--- config.mk ---
export PLATFORM = sky130hd
export DESIGN_NAME = pifo_reg_sched
export DESIGN_NICKNAME = d
export VERILOG_FILES = /design/src/rtl/pifo_reg_sched.sv
export SDC_FILE = /design/constraint.sdc
export NUM_CORES = 1
export LEC_CHECK = 0
export ABC_AREA = 0
export CAP_MARGIN = 20
export CORE_MARGIN = 2
export CORE_UTILIZATION = 31
export DETAILED_ROUTE_END_ITERATION = 10
export MAX_ROUTING_LAYER = met4
export PLACE_DENSITY = 0.77
export SLEW_MARGIN = 10
export SYNTH_ARGS = -nofsm -noshare
export SYNTH_HDL_FRONTEND = slang
export SYNTH_SLANG_ARGS = --single-unit
export TNS_END_PERCENT = 100
--- constraint.sdc ---
create_clock -name clk -period 1.9 [get_ports clk]
set_clock_uncertainty 0.15 [all_clocks]
set_input_delay 0.38 -clock clk [delete_from_list [all_inputs] [get_ports clk]]
set_output_delay 0.38 -clock clk [all_outputs]
set_load 0.1 [all_outputs]
--- src/rtl/pifo_reg_sched.sv ---
// pifo_reg_sched: sequencer in front of a pifo_reg instance.
//
// Purpose:
//   Arbitrates round-robin enqueue requests from NUM_PORTS ingress sources
//   against a dequeue request from the egress side. It issues one pifo_reg
//   operation at a time as a single-cycle insert or remove strobe. After each
//   strobe it waits SETTLE_CYCLES cycles so that pifo_reg can recompute its
//   min/max before the next decision. Dequeued rank/meta go back to the
//   egress side.
//
// Operation sequence:
//   IDLE decides.
//   ISSUE drives the strobe, plus enq_ready or deq_valid.
//   SETTLE waits SETTLE_CYCLES cycles.
//   Back-to-back operations are therefore 2+SETTLE_CYCLES cycles apart.
//
// Ports:
//   clk, rst          clock, synchronous active-high reset
//   enq_valid         per-port enqueue request (level)
//   enq_rank/meta     packed per-port rank/meta; port p at [p*W +: W]
//   enq_ready         one-hot grant pulse during ISSUE
//   deq_req           egress dequeue request (level)
//   deq_valid         one-cycle pulse with deq_rank/deq_meta
//   pifo_insert/remove, pifo_rank_in/meta_in    strobes and data to pifo_reg
//   pifo_rank_out/meta_out/valid_out/max_rank/num_entries
//                                               status from pifo_reg
//   drop_cnt/evict_cnt    overflow statistics (optional)
//
// Optional feature:
//   Define PIFO_SCHED_DROP_STATS_EN to build the saturating drop/evict
//   counters. If it is not defined, both counters are tied to zero.

module pifo_reg_sched #(
    parameter int NUM_PORTS     = 4,
    parameter int L2_REG_WIDTH  = 2,
    parameter int RANK_WIDTH    = 8,
    parameter int META_WIDTH    = 8,
    parameter int SETTLE_CYCLES = 2,
    parameter int MAX_DEQ_BURST = 4
) (
    input  logic                            clk,
    input  logic                            rst,
    input  logic [NUM_PORTS-1:0]            enq_valid,
    input  logic [NUM_PORTS*RANK_WIDTH-1:0] enq_rank,
    input  logic [NUM_PORTS*META_WIDTH-1:0] enq_meta,
    output logic [NUM_PORTS-1:0]            enq_ready,
    input  logic                            deq_req,
    output logic                            deq_valid,
    output logic [RANK_WIDTH-1:0]           deq_rank,
    output logic [META_WIDTH-1:0]           deq_meta,
    output logic                            pifo_insert,
    output logic [RANK_WIDTH-1:0]           pifo_rank_in,
    output logic [META_WIDTH-1:0]           pifo_meta_in,
    output logic                            pifo_remove,
    input  logic [RANK_WIDTH-1:0]           pifo_rank_out,
    input  logic [META_WIDTH-1:0]           pifo_meta_out,
    input  logic                            pifo_valid_out,
    input  logic [RANK_WIDTH-1:0]           pifo_max_rank,
    input  logic [L2_REG_WIDTH:0]           pifo_num_entries,
    output logic [31:0]                     drop_cnt,
    output logic [31:0]                     evict_cnt
);

    localparam int PTR_W   = $clog2(NUM_PORTS);
    localparam int BURST_W = $clog2(MAX_DEQ_BURST + 1);
    localparam int SET_W   = $clog2(SETTLE_CYCLES);

    localparam logic [BURST_W-1:0]    BURST_MAX   = BURST_W'(MAX_DEQ_BURST);
    localparam logic [SET_W-1:0]      SETTLE_LAST = SET_W'(SETTLE_CYCLES - 1);
    localparam logic [NUM_PORTS-1:0]  ONE_HOT0    = {{(NUM_PORTS-1){1'b0}}, 1'b1};

    typedef enum logic [1:0] {
        IDLE   = 2'd0,
        ISSUE  = 2'd1,
        SETTLE = 2'd2
    } state_t;

    state_t             state;
    logic [PTR_W-1:0]   rr_ptr;
    logic [BURST_W-1:0] burst;
    logic [SET_W-1:0]   settle_cnt;

    // ---- decision stage (p0): combinational view of the IDLE cycle ----
    logic                  enq_ok_p0;
    logic                  deq_ok_p0;
    logic                  deq_win_p0;
    logic                  found_p0;
    logic [PTR_W-1:0]      cand_p0;
    logic [PTR_W-1:0]      win_port_p0;
    logic [RANK_WIDTH-1:0] win_rank_p0;
    logic [META_WIDTH-1:0] win_meta_p0;

    // First valid port at or after rr_ptr. The pointer addition wraps
    // naturally because NUM_PORTS is a power of two.
    always_comb begin
        found_p0    = 1'b0;
        cand_p0     = '0;
        win_port_p0 = rr_ptr;
        for (int i = 0; i < NUM_PORTS; i++) begin
            cand_p0 = rr_ptr + PTR_W'(i);
            if (!found_p0 && enq_valid[cand_p0]) begin
                win_port_p0 = cand_p0;
                found_p0    = 1'b1;
            end
        end
    end

    assign win_rank_p0 = enq_rank[win_port_p0*RANK_WIDTH +: RANK_WIDTH];
    assign win_meta_p0 = enq_meta[win_port_p0*META_WIDTH +: META_WIDTH];
    assign enq_ok_p0   = |enq_valid;
    // Both the valid flag and the entry count must agree that the PIFO
    // holds something. This rules out any remove from an empty PIFO.
    assign deq_ok_p0   = deq_req & pifo_valid_out & (pifo_num_entries != '0);
    assign deq_win_p0  = deq_ok_p0 & (~enq_ok_p0 | (burst < BURST_MAX));

    // ---- issue/settle stage (p1): registered strobes and sequencing ----
    always_ff @(posedge clk) begin
        if (rst) begin
            state        <= IDLE;
            rr_ptr       <= '0;
            burst        <= '0;
            settle_cnt   <= '0;
            enq_ready    <= '0;
            deq_valid    <= 1'b0;
            deq_rank     <= '0;
            deq_meta     <= '0;
            pifo_insert  <= 1'b0;
            pifo_rank_in <= '0;
            pifo_meta_in <= '0;
            pifo_remove  <= 1'b0;
        end else begin
            enq_ready   <= '0;
            deq_valid   <= 1'b0;
            pifo_insert <= 1'b0;
            pifo_remove <= 1'b0;
            case (state)
                IDLE: begin
                    // The burst counter only counts dequeues that overtake a
                    // waiting enqueue. With nothing pending it restarts.
                    if (!enq_ok_p0) begin
                        burst <= '0;
                    end
                    if (deq_win_p0) begin
                        deq_valid   <= 1'b1;
                        pifo_remove <= 1'b1;
                        deq_rank    <= pifo_rank_out;
                        deq_meta    <= pifo_meta_out;
                        if (enq_ok_p0) begin
                            burst <= burst + 1'b1;
                        end
                        state <= ISSUE;
                    end else if (enq_ok_p0) begin
                        enq_ready    <= ONE_HOT0 << win_port_p0;
                        pifo_insert  <= 1'b1;
                        pifo_rank_in <= win_rank_p0;
                        pifo_meta_in <= win_meta_p0;
                        rr_ptr       <= win_port_p0 + 1'b1;
                        burst        <= '0;
                        state        <= ISSUE;
                    end
                end
                ISSUE: begin
                    settle_cnt <= '0;
                    state      <= SETTLE;
                end
                SETTLE: begin
                    if (settle_cnt == SETTLE_LAST) begin
                        state <= IDLE;
                    end else begin
                        settle_cnt <= settle_cnt + 1'b1;
                    end
                end
                default: state <= IDLE;
            endcase
        end
    end

`ifdef PIFO_SCHED_DROP_STATS_EN
    localparam logic [L2_REG_WIDTH:0] DEPTH = {1'b1, {L2_REG_WIDTH{1'b0}}};

    function automatic logic [31:0] sat_inc32(input logic [31:0] v);
        return (v == 32'hFFFF_FFFF) ? v : v + 32'd1;
    endfunction

    logic full_p0;
    assign full_p0 = (pifo_num_entries == DEPTH);

    // The overflow outcome is classified from the status seen in the deciding
    // cycle. pifo_reg drops an incoming rank that is not below its current
    // maximum; otherwise it evicts that maximum.
    always_ff @(posedge clk) begin
        if (rst) begin
            drop_cnt  <= '0;
            evict_cnt <= '0;
        end else if (state == IDLE && enq_ok_p0 && !deq_win_p0 && full_p0) begin
            if (win_rank_p0 >= pifo_max_rank) begin
                drop_cnt <= sat_inc32(drop_cnt);
            end else begin
                evict_cnt <= sat_inc32(evict_cnt);
            end
        end
    end
`else
    assign drop_cnt  = '0;
    assign evict_cnt = '0;

    logic unused_stats;
    assign unused_stats = ^pifo_max_rank;
`endif

endmodule

==> results of run 1 <==
## critical path, delay by kind of cell, from the launching register on
family                 cells  cell delay, ns
DFF                        1            0.35
and+or+nand+nor            2            0.20
muxes                      1            0.23
buffers and inverters      3            0.45
AOI/OAI and AO/OA          2            0.45
## cells in the final DEF (no fill, tap or decap), types with 3 or more instances in the layout
cell type         n
buf_4            25
clkdlybuf4s50_1  83
nand2_1          19
ha_1              4
a21oi_1           5
o221ai_1         11
conb_1           64
mux2i_2           6
a22o_1            3
inv_1             6
mux2i_1          42
o221ai_2          5
dfxtp_1          44
mux2i_4           3
clkbuf_8          5
buf_12           49
dlymetal6s2s_1    3
nor2_1           26
nand2_4           4
buf_6             3
## path summary, 6_finish.rpt
kind | endpoint | cells after the start | slack [ns] | start
worst min-delay path | burst[1] | 2 | 0.33 | burst[1]
worst max register to register | pifo_rank_in[6] | 8 | -0.05 | rr_ptr[0]
worst min register to register | burst[1] | 2 | 0.33 | burst[1]
worst max-delay path | pifo_rank_in[6] | 8 | -0.05 | rr_ptr[0]
## metrics by stage
stage / area, um^2 / setup slack, ns / utilization (%) / setup TNS, ns
after detailed placement: 4420 / -0.634 / 51.5 / -19.87
after floorplan: 2960 / -0.00384 / - / -0.0345
after CTS: 4660 / -0.00870 / 54.3 / -0.0108
final: 4950 / -0.0451 / 57.6 / -0.0516
after global placement: 4420 / -0.535 / 51.5 / -18.00
after global routing: 4950 / -0.0983 / 57.6 / -0.987
## sequential cells by signal, summed over array words and instances (netlist names), 2 cells and up
register,count
rr_ptr,2
state,2
pifo_meta_in,8
deq_rank,8
pifo_rank_in,8
enq_ready,4
burst,3
deq_meta,8
## repair_timing
action,4_1_cts,5_1_grt
buffers inserted,7,8
endpoints found under the setup margin,39,34
pin swaps,5,21
resized for setup,18,34
cloned,2,5
## power breakdown
| part | switching, uW | total, uW | internal [uW] |
|---|---|---|---|
| Combinational | 1990 | 3280 | 1280 |
| Clock | 313 | 567 | 254 |
| Sequential | 145 | 1250 | 1100 |
| Total | 2450 | 5090 | 2640 |
## per-layer routing
metal | vias up | routed length (um)
li1 | 1173 | -
met1 | 1135 | 3000
met2 | 115 | 4610
met3 | 6 | 610
met4 | 0 | 54
met5 | - | 0
## logic make-up (layout without fill, tap and decap cells)
| family | after synthesis | after routing |
|---|---|---|
| compound gates | 32 | 32 |
| xor+xnor | 1 | 1 |
| fa+ha+maj | 5 | 5 |
| buf+inv | 86 | 185 |
| flops | 46 | 46 |
| mux | 51 | 51 |
| other cells | 1 | 64 |
| simple gates | 61 | 63 |
## cell usage after synthesis, drive strengths merged (3+ instances only)
cell type / count
buf: 76
mux2i: 51
dfxtp: 46
nor2: 27
nand2: 23
o221ai: 16
a21oi: 7
inv: 7
ha: 5
a22o: 3
clkbuf: 3
nor3: 3
## area by class of cell
class | instances | area (um^2) | share of cell area, %
Multi-Input combinational cell | 216 | 1580 | 32.0
Inverter | 7 | 26.3 | 0.531
Clock buffer | 7 | 76.3 | 1.54
Timing Repair Buffer | 171 | 2200 | 44.5
Tap cell | 108 | 135 | 2.73
Sequential cell | 46 | 923 | 18.7
==> run summary, run 1 <==
HPWL after DPL: 5640 um
Ys Warns: 0
Fin. Hold Viols: 0
Total Routing Usage GR: 16.2%
Non-Filler Instances: 555
Syn-to-layout area delta: 82.8%
DRC: 0
Worst hold path type: flip-flop to flip-flop
Worst EP arrival: 1.96 ns
Fin crit share: 102%
Total power: 5090 uW
Post-CTS Hold Fix Bufs: 0
Die area: 9490 um^2
Share of synthesized registers carrying an async set or reset: 0%
Die H: 97.4 um
DR iter-0 viols: 53
Wirelength, routed: 8280 um
Final #Nets: 551
Layout cells sized above 1: 28.4%
Synth Area in XOR/XNOR: 0.324%
Synth unique cells: 32
Max Transition Viols Final: 0
Met1 usage: 17.1%
Worst EP required: 1.92 ns
P per Cell Area: 1030 nW/um^2
Synth area leader: dfxtp_1
Worst vdd ir: 0.000401 V
Synth Area in Compound Gates: 10.8%
Post-synthesis simple-gate area fraction: 10.4%
Main combinational cell family by area after synthesis: buffers and inverters
Fill cell count: 709
Vias in the first global route: 2,494
Initial antenna violation count: 0
CTS max path bufs: 2
Total core area: 8590 um^2
Post-synthesis adder-cell area fraction: 2.31%
Final setup viols: 4
Post-Syn Area per Cell: 9.56 um^2
Drt pass-1 iters: 4
Num CTS Buffers: 5
CP endpoint kind: flip-flop
GRT met2 Usage: 30.7%
Total grt overflow: 0
Outcome: finished, violations left
GP Congestion: 0.844
Crit Path Category: flip-flop to flip-flop
# port buffers: 129
FMAX: 514 MHz
Routed Antenna Nets: 0
Met3 usage: 4.75%
CP Cell Sequence: nand2b_4 > nand2_4 > a221oi_4 > buf_12 > buf_12 > buf_12 > mux2i_2 > o221ai_2
RSZ-0062 raised after global routing: yes
Ant diodes: 0
GR peak layer: met2
CP Launch Type: flip-flop
Mean number of vias per cell: 4.38
Final worst slack: -0.0451 ns
Mux cell area share after synthesis: 18.9%
CP peak stage delay: 0.35 ns
Maxcap violations: 0
Largest net degree at the start of global routing: 23
Sink Count: 46
Gate Count Post-Synth: 283
Synth top area share: 34.0%
Placed cell count: 526
Shortest period the worst path allows: 1.95 ns
Fin Hold WS: 0.333 ns
Vias: 2,429
Sequential area share after synthesis: 34.0%
EDFF count, synth: 0
CTS tree: yes
Latest clock arrival within the worst-skew pair: 0.29 ns
H-tree depth: 2
Global-route wire length before repair: 12,200 um
Dominant synthesized flop cell: dfxtp_1
Die Wd: 97.4 um
Yosys reg bits: 46
CP Max Fanout: 7
Area contributors post-synth: dfxtp_1 (34%), buf_4 (19%), mux2i_1 (19%), o221ai_1 (5.2%), nor2_1 (3.7%)
CP max stage cell: dfxtp_2
Worst-path clk slew: 0.08 ns
Root Buffer: clkbuf_8
WL per Instance: 14.9 um
Cell Rows: 34
Initial Utilization: 31.5%
Mapped cell area: 2710 um^2
Boundary Pins: 202
Crit path top cell by count: buf_12
Failing checks: setup timing
Leak pwr: 0.00221 uW
Power figures use the tool's default switching activity.
==> run 2, diff against run 1 <==
--- a/config.mk
+++ b/config.mk
@@ -5,13 +5,13 @@
 export SDC_FILE = /design/constraint.sdc
 export NUM_CORES = 1
 export LEC_CHECK = 0
-export ABC_AREA = 0
+export ABC_AREA = 1
 export CAP_MARGIN = 20
 export CORE_MARGIN = 2
-export CORE_UTILIZATION = 31
+export CORE_UTILIZATION = 34
 export DETAILED_ROUTE_END_ITERATION = 10
 export MAX_ROUTING_LAYER = met4
-export PLACE_DENSITY = 0.77
+export PLACE_DENSITY = 0.78
 export SLEW_MARGIN = 10
 export SYNTH_ARGS = -nofsm -noshare
 export SYNTH_HDL_FRONTEND = slang
==> run 2 against run 1 <==
  * Setup slack lost 0.22 ns
  * Non-clock buffer count grew 4
  * Register-to-register slack lost 0.22 ns
  * Maximum frequency shrank 10%
  * Largest power group unchanged
  * Critical endpoint is now pifo_meta_in[7]
  * Global-route usage grew 3.9 points
  * The flow still finishes with violations (setup timing)
==> run summary, run 2 <==
Layout Utilization: 62.5% (was 57.6%)
Cell Rows: 35 (was 34)
Synth unique cells: 28 (was 32)
Worst hold path type: flip-flop to flip-flop (unchanged)
Worst vdd ir: 0.00119 V (was 0.000401 V)
Num CTS Buffers: 5 (unchanged)
Total Routing Usage GR: 20.1% (was 16.2%)
RSZ-0062 raised after global routing: yes (unchanged)
Area contributors post-synth: dfxtp_1 (29%), nand2_1 (25%), buf_4 (16%), nand3_1 (9.7%), a21oi_1 (3.4%) (was dfxtp_1 (34%), buf_4 (19%), mux2i_1 (19%), o221ai_1 (5.2%), nor2_1 (3.7%))
Layout cells sized above 1: 26.5% (was 28.4%)
Reg2reg end: pifo_meta_in[7] (was pifo_rank_in[6])
Fin. Hold Viols: 0 (unchanged)
Non-Filler Instances: 771 (was 555)
Root Buffer: clkbuf_8 (unchanged)
Routed Antenna Nets: 0 (unchanged)
Final #Nets: 763 (was 551)
DP Worst Slack: -0.487 ns (was -0.634 ns)
CTS max path bufs: 2 (unchanged)
Total core area: 9200 um^2 (was 8590 um^2)
Placed cell count: 739 (was 526)
H-tree depth: 2 (unchanged)
Mapped cell area: 3190 um^2 (was 2710 um^2)
Worst EP required: 1.95 ns (was 1.92 ns)
Critical path launch point: rr_ptr[0] (unchanged)
Die H: 101 um (was 97.4 um)
DR iter-0 viols: 179 (was 53)
Total power: 12,800 uW (was 5090 uW)
Drt pass-1 iters: 4 (unchanged)
WL per Instance: 15.2 um (was 14.9 um)
Global-route wire length before repair: 16,100 um (was 12,200 um)
Vias: 3,646 (was 2,429)
FMAX: 463 MHz (was 514 MHz)
Final setup viols: 22 (was 4)
Top-count cell post-synth: nand2_1 (was buf_4)
Vias in the first global route: 3,373 (was 2,494)
CP Max Fanout: 8 (was 7)
Largest net degree at the start of global routing: 22 (was 23)
Ys Warns: 0 (unchanged)
Most frequent cells in the layout: nand2_1 (176), clkdlybuf4s50_1 (86), conb_1 (64), nand3_1 (53), buf_12 (50) (was clkdlybuf4s50_1 (83), conb_1 (64), buf_12 (49), dfxtp_1 (44), mux2i_1 (42))
Ant diodes: 0 (unchanged)
Commonest non-fill, non-tap cell in the layout: nand2_1 (was clkdlybuf4s50_1)
Worst-path clk slew: 0.09 ns (was 0.08 ns)
GP Congestion: 0.897 (was 0.844)
P per Cell Area: 2230 nW/um^2 (was 1030 nW/um^2)
Leak pwr: 0.00272 uW (was 0.00221 uW)
Maxcap violations: 0 (unchanged)
EDFF count, synth: 0 (unchanged)
HPWL after DPL: 6980 um (was 5640 um)
Sink Count: 46 (unchanged)
Die area: 10,200 um^2 (was 9490 um^2)
FF-to-FF path depth: 14 (was 8)
Latest clock arrival within the worst-skew pair: 0.30 ns (was 0.29 ns)
Failing checks: setup timing (unchanged)
Synth area leader: dfxtp_1 (unchanged)
# port buffers: 129 (unchanged)
DRC: 0 (unchanged)
Die Wd: 101 um (was 97.4 um)
Fin Hold WS: 0.321 ns (was 0.333 ns)
CP Launch Type: flip-flop (unchanged)
Max Transition Viols Final: 0 (unchanged)
Critical R2R Launch: rr_ptr[0] (unchanged)
Mean number of vias per cell: 4.73 (was 4.38)
CP endpoint kind: flip-flop (unchanged)
Crit Path Category: flip-flop to flip-flop (unchanged)
Initial antenna violation count: 0 (unchanged)
Final worst slack: -0.261 ns (was -0.0451 ns)
Synth cell count leaders: nand2_1 (213), buf_4 (70), nand3_1 (62) (was buf_4 (69), mux2i_1 (51), dfxtp_1 (46))
Post-Syn Area per Cell: 6.42 um^2 (was 9.56 um^2)
CTS tree: yes (unchanged)
Outcome: finished, violations left (unchanged)
Dominant synthesized flop cell: dfxtp_1 (unchanged)
Crit path capture: pifo_meta_in[7] (was pifo_rank_in[6])
Total grt overflow: 0 (unchanged)
R2R Setup Slk: -0.26 ns (was -0.05 ns)
Wirelength, routed: 11,700 um (was 8280 um)
Worst EP arrival: 2.21 ns (was 1.96 ns)
Fin crit share: 114% (was 102%)
Sequential area share after synthesis: 28.8% (was 34.0%)
Boundary Pins: 202 (unchanged)
Initial Utilization: 34.7% (was 31.5%)
Gate Count Post-Synth: 497 (was 283)
Shortest period the worst path allows: 2.16 ns (was 1.95 ns)
Yosys reg bits: 46 (unchanged)
Share of synthesized registers carrying an async set or reset: 0% (unchanged)
Syn-to-layout area delta: 80.0% (was 82.8%)
Post-CTS Hold Fix Bufs: 0 (unchanged)
Synth top area share: 28.8% (was 34.0%)
[run 2: cell types whose count changed in the layout (fill, tap and decap cells not counted), moves of 10 or more]
cell	before	now
mux2i_1	42	0
inv_1	6	16
nand2_2	1	30
nand2_4	4	17
nor2_1	26	6
nand3_1	0	53
a21oi_1	5	20
o221ai_1	11	0
nand2_1	19	176
[run 2: critical path, stage by stage (launching register included)]
cell,delay (ns)
dfxtp_4,0.39
buf_12,0.13
clkinv_8,0.08
nand2_4,0.07
nand3_1,0.12
nand2_2,0.14
nand2_2,0.09
nor2_4,0.20
buf_6,0.14
nand2_2,0.06
nand2_4,0.12
clkbuf_16,0.17
nand3_1,0.07
nand3_1,0.08
nand2_1,0.05
[run 2: layout make-up]
class                      instances  area [um^2]
timing repair buffer             175         2310
inverter                          24          105
sequential                        46          928
tap                              111          139
multi-input combinational        407         2180
clock buffer                       7         86.3
fill                             788         3450
clock inverter                     1         5.00
[run 2: stage by stage]
stage                     setup TNS [ns]  area (um^2)
final                              -4.32         5750
after global routing               -6.54         5750
after CTS                          -1.93         5210
after detailed placement          -16.16         4910
after global placement            -12.51         4910
after floorplan                        0         3430
[run 2: how the worst min path moves through the flow]
stage / depth (start not counted) / start / to
2_1_floorplan: 1 / burst[2] / burst[2]
3_3_place_gp: 2 / burst[1] / burst[1]
3_5_place_dp: 2 / burst[1] / burst[1]
4_1_cts: 2 / burst[1] / burst[1]
5_1_grt: 2 / burst[1] / burst[1]
6_report: 2 / burst[1] / burst[1]
[run 2: timing repair]
item                                    in CTS  in global routing
pin swaps                                    7                 25
cloned                                       4                  8
gates resized for setup                     20                 88
endpoints found under the setup margin      39                 39
setup buffers                                7                  6
[run 2: power by group]
part / switching (uW) / internal [uW] / leakage, uW
Clock: 332 / 294 / 0.0000482
Combinational: 6540 / 4090 / 0.00229
Sequential: 309 / 1270 / 0.000378
[run 2: cells by family (layout without fill, tap and decap cells)]
kind of cell | count (synthesis) | count (layout) | share of synthesized area (%)
adder cells (fa/ha/maj) | 5 | 5 | 1.96
AO/OA/AOI/OAI | 30 | 30 | 5.02
buffers and inverters | 111 | 207 | 22.8
other | 1 | 64 | 0.117
AND/OR/NAND/NOR | 304 | 308 | 41.2
flip-flops | 46 | 46 | 28.8
[run 2: routing by layer]
| layer | vias to the layer above | GRT usage (%) | part of all wire, % | wire (um) |
|---|---|---|---|---|
| li1 | 1769 | - | - | - |
| met1 | 1692 | 23.7 | 39 | 4560 |
| met2 | 157 | 35.1 | 53 | 6180 |
| met3 | 28 | 2.84 | 5.4 | 633 |
| met4 | 0 | 6.76 | 2.9 | 344 |
| met5 | - | - | 0 | 0 |
